$ cat src/rtl/multicycle_addsub.sv
// Multi-cycle adder/subtractor: one CHUNK_WIDTH slice of the carry chain per clock,
// LSB chunk first. Flags and result update only once the last chunk is done.
module multicycle_addsub #(
    parameter int DATA_WIDTH  = 32,
    parameter int CHUNK_WIDTH = 8
) (
    input  logic                  clock,
    input  logic                  reset,
    input  logic                  start,
    input  logic                  mode,
    input  logic [DATA_WIDTH-1:0] operand_a,
    input  logic [DATA_WIDTH-1:0] operand_b,
    output logic [DATA_WIDTH-1:0] result,
    output logic                  carry,
    output logic                  overflow,
    output logic                  zero,
    output logic                  busy,
    output logic                  complete
);

    localparam int NCHUNK = DATA_WIDTH / CHUNK_WIDTH;
    localparam int IDX_W  = (NCHUNK > 1) ? $clog2(NCHUNK) : 1;
    localparam logic [IDX_W-1:0] LAST_IDX = IDX_W'(NCHUNK - 1);
    localparam int MSB = DATA_WIDTH - 1;

    if (DATA_WIDTH < 2 || CHUNK_WIDTH < 1 || (DATA_WIDTH % CHUNK_WIDTH) != 0) begin : gen_bad_params
        $error("multicycle_addsub: DATA_WIDTH must be >= 2 and a multiple of CHUNK_WIDTH");
    end

    typedef enum logic [1:0] {IDLE, COMPUTE, DONE} state_t;

    state_t                state_q;
    logic [DATA_WIDTH-1:0] a_q;
    logic [DATA_WIDTH-1:0] b_q;
    logic                  mode_q;
    logic [IDX_W-1:0]      idx_q;
    logic                  chain_q;
    // Partial result; kept separate so intermediate chunks never reach 'result'.
    logic [DATA_WIDTH-1:0] shadow_q;

    logic [DATA_WIDTH-1:0]  b_eff;
    logic [CHUNK_WIDTH-1:0] a_chunk;
    logic [CHUNK_WIDTH-1:0] b_chunk;
    logic [CHUNK_WIDTH:0]   chunk_sum;
    logic [DATA_WIDTH-1:0]  shadow_next;
    logic                   signed_ovf;
    int                     offset;

    // One chunk of the ripple chain; subtract uses ~b with the chain seeded to 1.
    always_comb begin
        b_eff       = mode_q ? ~b_q : b_q;
        offset      = int'(idx_q) * CHUNK_WIDTH;
        a_chunk     = a_q[offset +: CHUNK_WIDTH];
        b_chunk     = b_eff[offset +: CHUNK_WIDTH];
        chunk_sum   = {1'b0, a_chunk} + {1'b0, b_chunk} + {{CHUNK_WIDTH{1'b0}}, chain_q};
        shadow_next = shadow_q;
        shadow_next[offset +: CHUNK_WIDTH] = chunk_sum[CHUNK_WIDTH-1:0];
        signed_ovf  = (a_q[MSB] == b_eff[MSB]) && (shadow_next[MSB] != a_q[MSB]);
    end

    // Control FSM with all outputs registered.
    always_ff @(posedge clock or posedge reset) begin
        if (reset) begin
            state_q  <= IDLE;
            a_q      <= '0;
            b_q      <= '0;
            mode_q   <= 1'b0;
            idx_q    <= '0;
            chain_q  <= 1'b0;
            shadow_q <= '0;
            result   <= '0;
            carry    <= 1'b0;
            overflow <= 1'b0;
            zero     <= 1'b0;
            busy     <= 1'b0;
            complete <= 1'b0;
        end else begin
            unique case (state_q)
                IDLE: begin
                    complete <= 1'b0;
                    if (start) begin
                        a_q     <= operand_a;
                        b_q     <= operand_b;
                        mode_q  <= mode;
                        idx_q   <= '0;
                        chain_q <= mode;
                        busy    <= 1'b1;
                        state_q <= COMPUTE;
                    end
                end
                COMPUTE: begin
                    shadow_q <= shadow_next;
                    chain_q  <= chunk_sum[CHUNK_WIDTH];
                    idx_q    <= idx_q + 1'b1;
                    if (idx_q == LAST_IDX) begin
                        result   <= shadow_next;
                        // Borrow is the inverse of the carry out of a + ~b + 1.
                        carry    <= mode_q ? ~chunk_sum[CHUNK_WIDTH] : chunk_sum[CHUNK_WIDTH];
                        overflow <= signed_ovf;
                        zero     <= (shadow_next == '0);
                        state_q  <= DONE;
                    end
                end
                DONE: begin
                    complete <= 1'b1;
                    busy     <= 1'b0;
                    state_q  <= IDLE;
                end
                default: state_q <= IDLE;
            endcase
        end
    end

endmodule
$ cat config.mk
export PLATFORM = sky130hd
export DESIGN_NAME = multicycle_addsub
export DESIGN_NICKNAME = d
export VERILOG_FILES = /design/src/rtl/multicycle_addsub.sv
export SDC_FILE = /design/constraint.sdc
export NUM_CORES = 1
export LEC_CHECK = 0
export ABC_AREA = 1
export CELL_PAD_IN_SITES_DETAIL_PLACEMENT = 1
export CELL_PAD_IN_SITES_GLOBAL_PLACEMENT = 2
export CORE_UTILIZATION = 31
export CTS_CLUSTER_SIZE = 40
export DETAILED_ROUTE_END_ITERATION = 10
export GPL_ROUTABILITY_DRIVEN = 0
export PLACE_DENSITY_LB_ADDON = 0.15
export SLEW_MARGIN = 15
export SYNTH_ARGS = -nofsm -noshare
export SYNTH_HDL_FRONTEND = slang
export SYNTH_SLANG_ARGS = --single-unit
$ cat constraint.sdc
create_clock -name clock -period 6.5 [get_ports clock]
set_clock_uncertainty 0.05 [all_clocks]
set_input_delay 1.3 -clock clock [delete_from_list [all_inputs] [get_ports clock]]
set_output_delay 1.3 -clock clock [all_outputs]
set_load 0.01 [all_outputs]
==> reports/results.ini <==
[run_status]
status=finished clean

[synthesis]
synth_compound_area_share_pct=11.41
async_reset_ff_share_pct=100.0
synth_cells=875
synth_simple_gate_area_share_pct=25.81
synth_top_flop_cell=dfrtp_1
synth-xor-area-share_pct=1.414
synth-adder-area-share_pct=2.976
yosysUniqueCellTypes=32
syn_nets=958
synth_top_family_by_area=simple AND/OR/NAND/NOR gates
ys_seq_area_share_pct=51.07
ys_seq_elements=139
synthMuxAreaShare_pct=0
ys_warn_count=0
netlist_area_mm2=0.006812
syn_area_per_cell_um2=7.785
synth_edf_count=0

[setup_path]
reg2reg_depth=19
critPathKind=reg -> reg
r2r_setup_slack_ps=2790
start_kind=flip-flop
timing.rr.end=zero
critical_path.endpoint=zero
cp.required_ps=6810
worst-path-max-fanout=42
cp_cell_sequence=buf_4 -> nand2_1 -> o21ai_0 -> a21oi_1 -> fa_1 -> fa_1 -> inv_1 -> nand3_1 -> nand3_1 -> nand2_1 -> nand3_1 -> nand2_1 -> nor2_1 -> nand3_1 -> nor2_1 -> nand2_1 -> nor2_1 -> nand3_1 -> nand2_1
slowest_delay_ps=790
slowest_stage=dfrtp_2
end_kind=flip-flop
cp_data_arrival_time_ps=4020
r2r_start=idx_q[0]
worstSetupStartpoint=idx_q[0]

[layout]
multi_input_area_mm2=0.002839
drive_above_1_share_pct=6.141
ff_latch_area_mm2=0.003480
nFillCells=2598
layout_commonest_cell=nand2_1
final_cell_mix=nand2_1, dfrtp_1, clkdlybuf4s50_1
stdcell_count=1252
nets=1047
num_antenna_cells=0
area_growth_pct=27.76

[worst_hold_path]
hold_depth=2
hp-class=reg -> reg

[placement]
dp_hpwl_um=14800
numPortBuffers=104
place_inst=1220

[global_route]
grt_max_degree=98
groute.usage.overall_pct=20.17
grt_overflow=0
grt_pass1_wl_um=34340
grt_pass1_vias=6305
grt_antenna_before_repair=0

[routing]
firstDrtPassIters=5
vias=5905
wl_um=20950
avgRoutedWirePerCell_um=16.73
post-route-drc-count=0
postRouteAntennaNets=0
post_drt_via_cell_ratio=4.716
drt_iter0_drc=246

[floorplan]
die_y_um=150.2
die_w_um=150.2
rows=53
start_util_pct=32.00
die_area_mm2=0.02257
core_area_mm2=0.02129
io_pins=105

[power_and_ir_drop]
power_density_mw_per_mm2=609.2
leakage_nw=4.178
power_w=0.005301
peakVddDrop_v=0.0002210

[sta]
slew_viol_final=0
worst_pin_slew_ps=911.7
relSlewSlack_pct=39.08
hold_viol=0
timing.final.crit_share_pct=57.15
finalSetupViolations=0
rsz0062_at_grt=false
fmax_ghz=0.2692
setup_tns_ps=0
period_needed_ps=3715

[clocking]
cts.sinks=139
holdBufCountCts=0
cts_resized=0
cts_inserted_buffers=17
htreeDepth=4
clock_latency_ps=430
cts_buffer_depth=2
path_clk_slew_ps=60
post-cts-setup-buffers=0
root_buffer=clkbuf_16
tritoncts=done

[run]
maxCapViolations=0

area by class of cell:
cell class / instances / area share, %
clock inverter: 13 / 2.171
clock buffer: 19 / 4.975
tap: 275 / 3.954
multi-input combinational: 611 / 32.62
timing repair buffer: 112 / 12.65
sequential: 139 / 39.99
inverter: 83 / 3.638
stage by stage:
stage | worst slack [ps] | instance area, um2 | hold WS (ps) | utilization, %
global route | 2421 | 8702 | 455.9 | 40.88
CTS | 2793 | 8702 | 432.7 | 40.88
floorplan | 1425 | 6812 | 393.6 | -
finish | 2785 | 8702 | 426.8 | 40.88
global placement | 2831 | 8080 | 414.0 | 37.96
detailed placement | 2813 | 8080 | 415.9 | 37.96
layer usage:
layer	part of all wire, %	track usage (%)	routed length [um]
met5	0	0	0
met4	1.3	6.111	274
met3	2.5	3.333	533
met2	49	34.07	10240
met1	47	26.35	9897
logic make-up after synthesis:
family | Yosys count
xor gates and xnor gates | 11
adders and majority gates | 15
AOI/OAI and AO/OA | 143
buffers and inverters | 125
and+or+nand+nor | 442
DFF | 139
report_power, final:
part	switching (W)	total, W	internal [W]	leakage, nW
clock	0.000405	0.00105	0.000646	0.298
combinational	0.00185	0.00278	0.000930	2.10
sequential	0.000241	0.00147	0.00123	1.78
how the worst min path moves through the flow:
stage / from / endpoint / slack, ps
floorplan: a_q[16] / a_q[16] / 390
global placement: result[20] / result[20] / 410
detailed placement: result[27] / result[27] / 420
CTS: result[27] / result[27] / 430
global route: a_q[9] / a_q[9] / 460
finish: result[27] / result[27] / 430
critical path: cells and delay by family, from the launching register on:
kind / cells / cell delay, ps
and+or+nand+nor: 13 / 1180
adders and majority gates: 2 / 850
DFF: 1 / 790
buffers and inverters: 2 / 550
AOI/OAI and AO/OA: 2 / 190
sequential cells by signal, summed over array words and instances, names as in the netlist:
signal,flops
overflow,1
state_q,2
shadow_q,32
carry,1
busy,1
idx_q,2
result,32
a_q,32
mode_q,1
complete,1
chain_q,1
b_q,32
zero,1
cells in the mapped netlist, types with 2 or more instances:
master / number / area (um2)
nand2_2: 7 / 43.79
nand3_1: 23 / 115.1
nor2_2: 2 / 12.51
inv_1: 78 / 292.8
o211ai_1: 8 / 60.06
nand2_1: 341 / 1280
nand4_1: 12 / 75.07
o21a_1: 2 / 15.01
buf_1: 5 / 18.77
buf_6: 2 / 22.52
xor2_1: 10 / 87.58
fa_1: 2 / 40.04
o21ai_0: 96 / 480.5
a31oi_1: 7 / 43.79
nor2_1: 54 / 202.7
ha_1: 13 / 162.7
inv_2: 5 / 18.77
a21oi_1: 15 / 75.07
o22ai_1: 7 / 43.79
o21ai_1: 4 / 20.02
buf_2: 9 / 45.04
dfrtp_1: 139 / 3478
clkbuf_1: 25 / 93.84
Power figures use the tool's default switching activity.
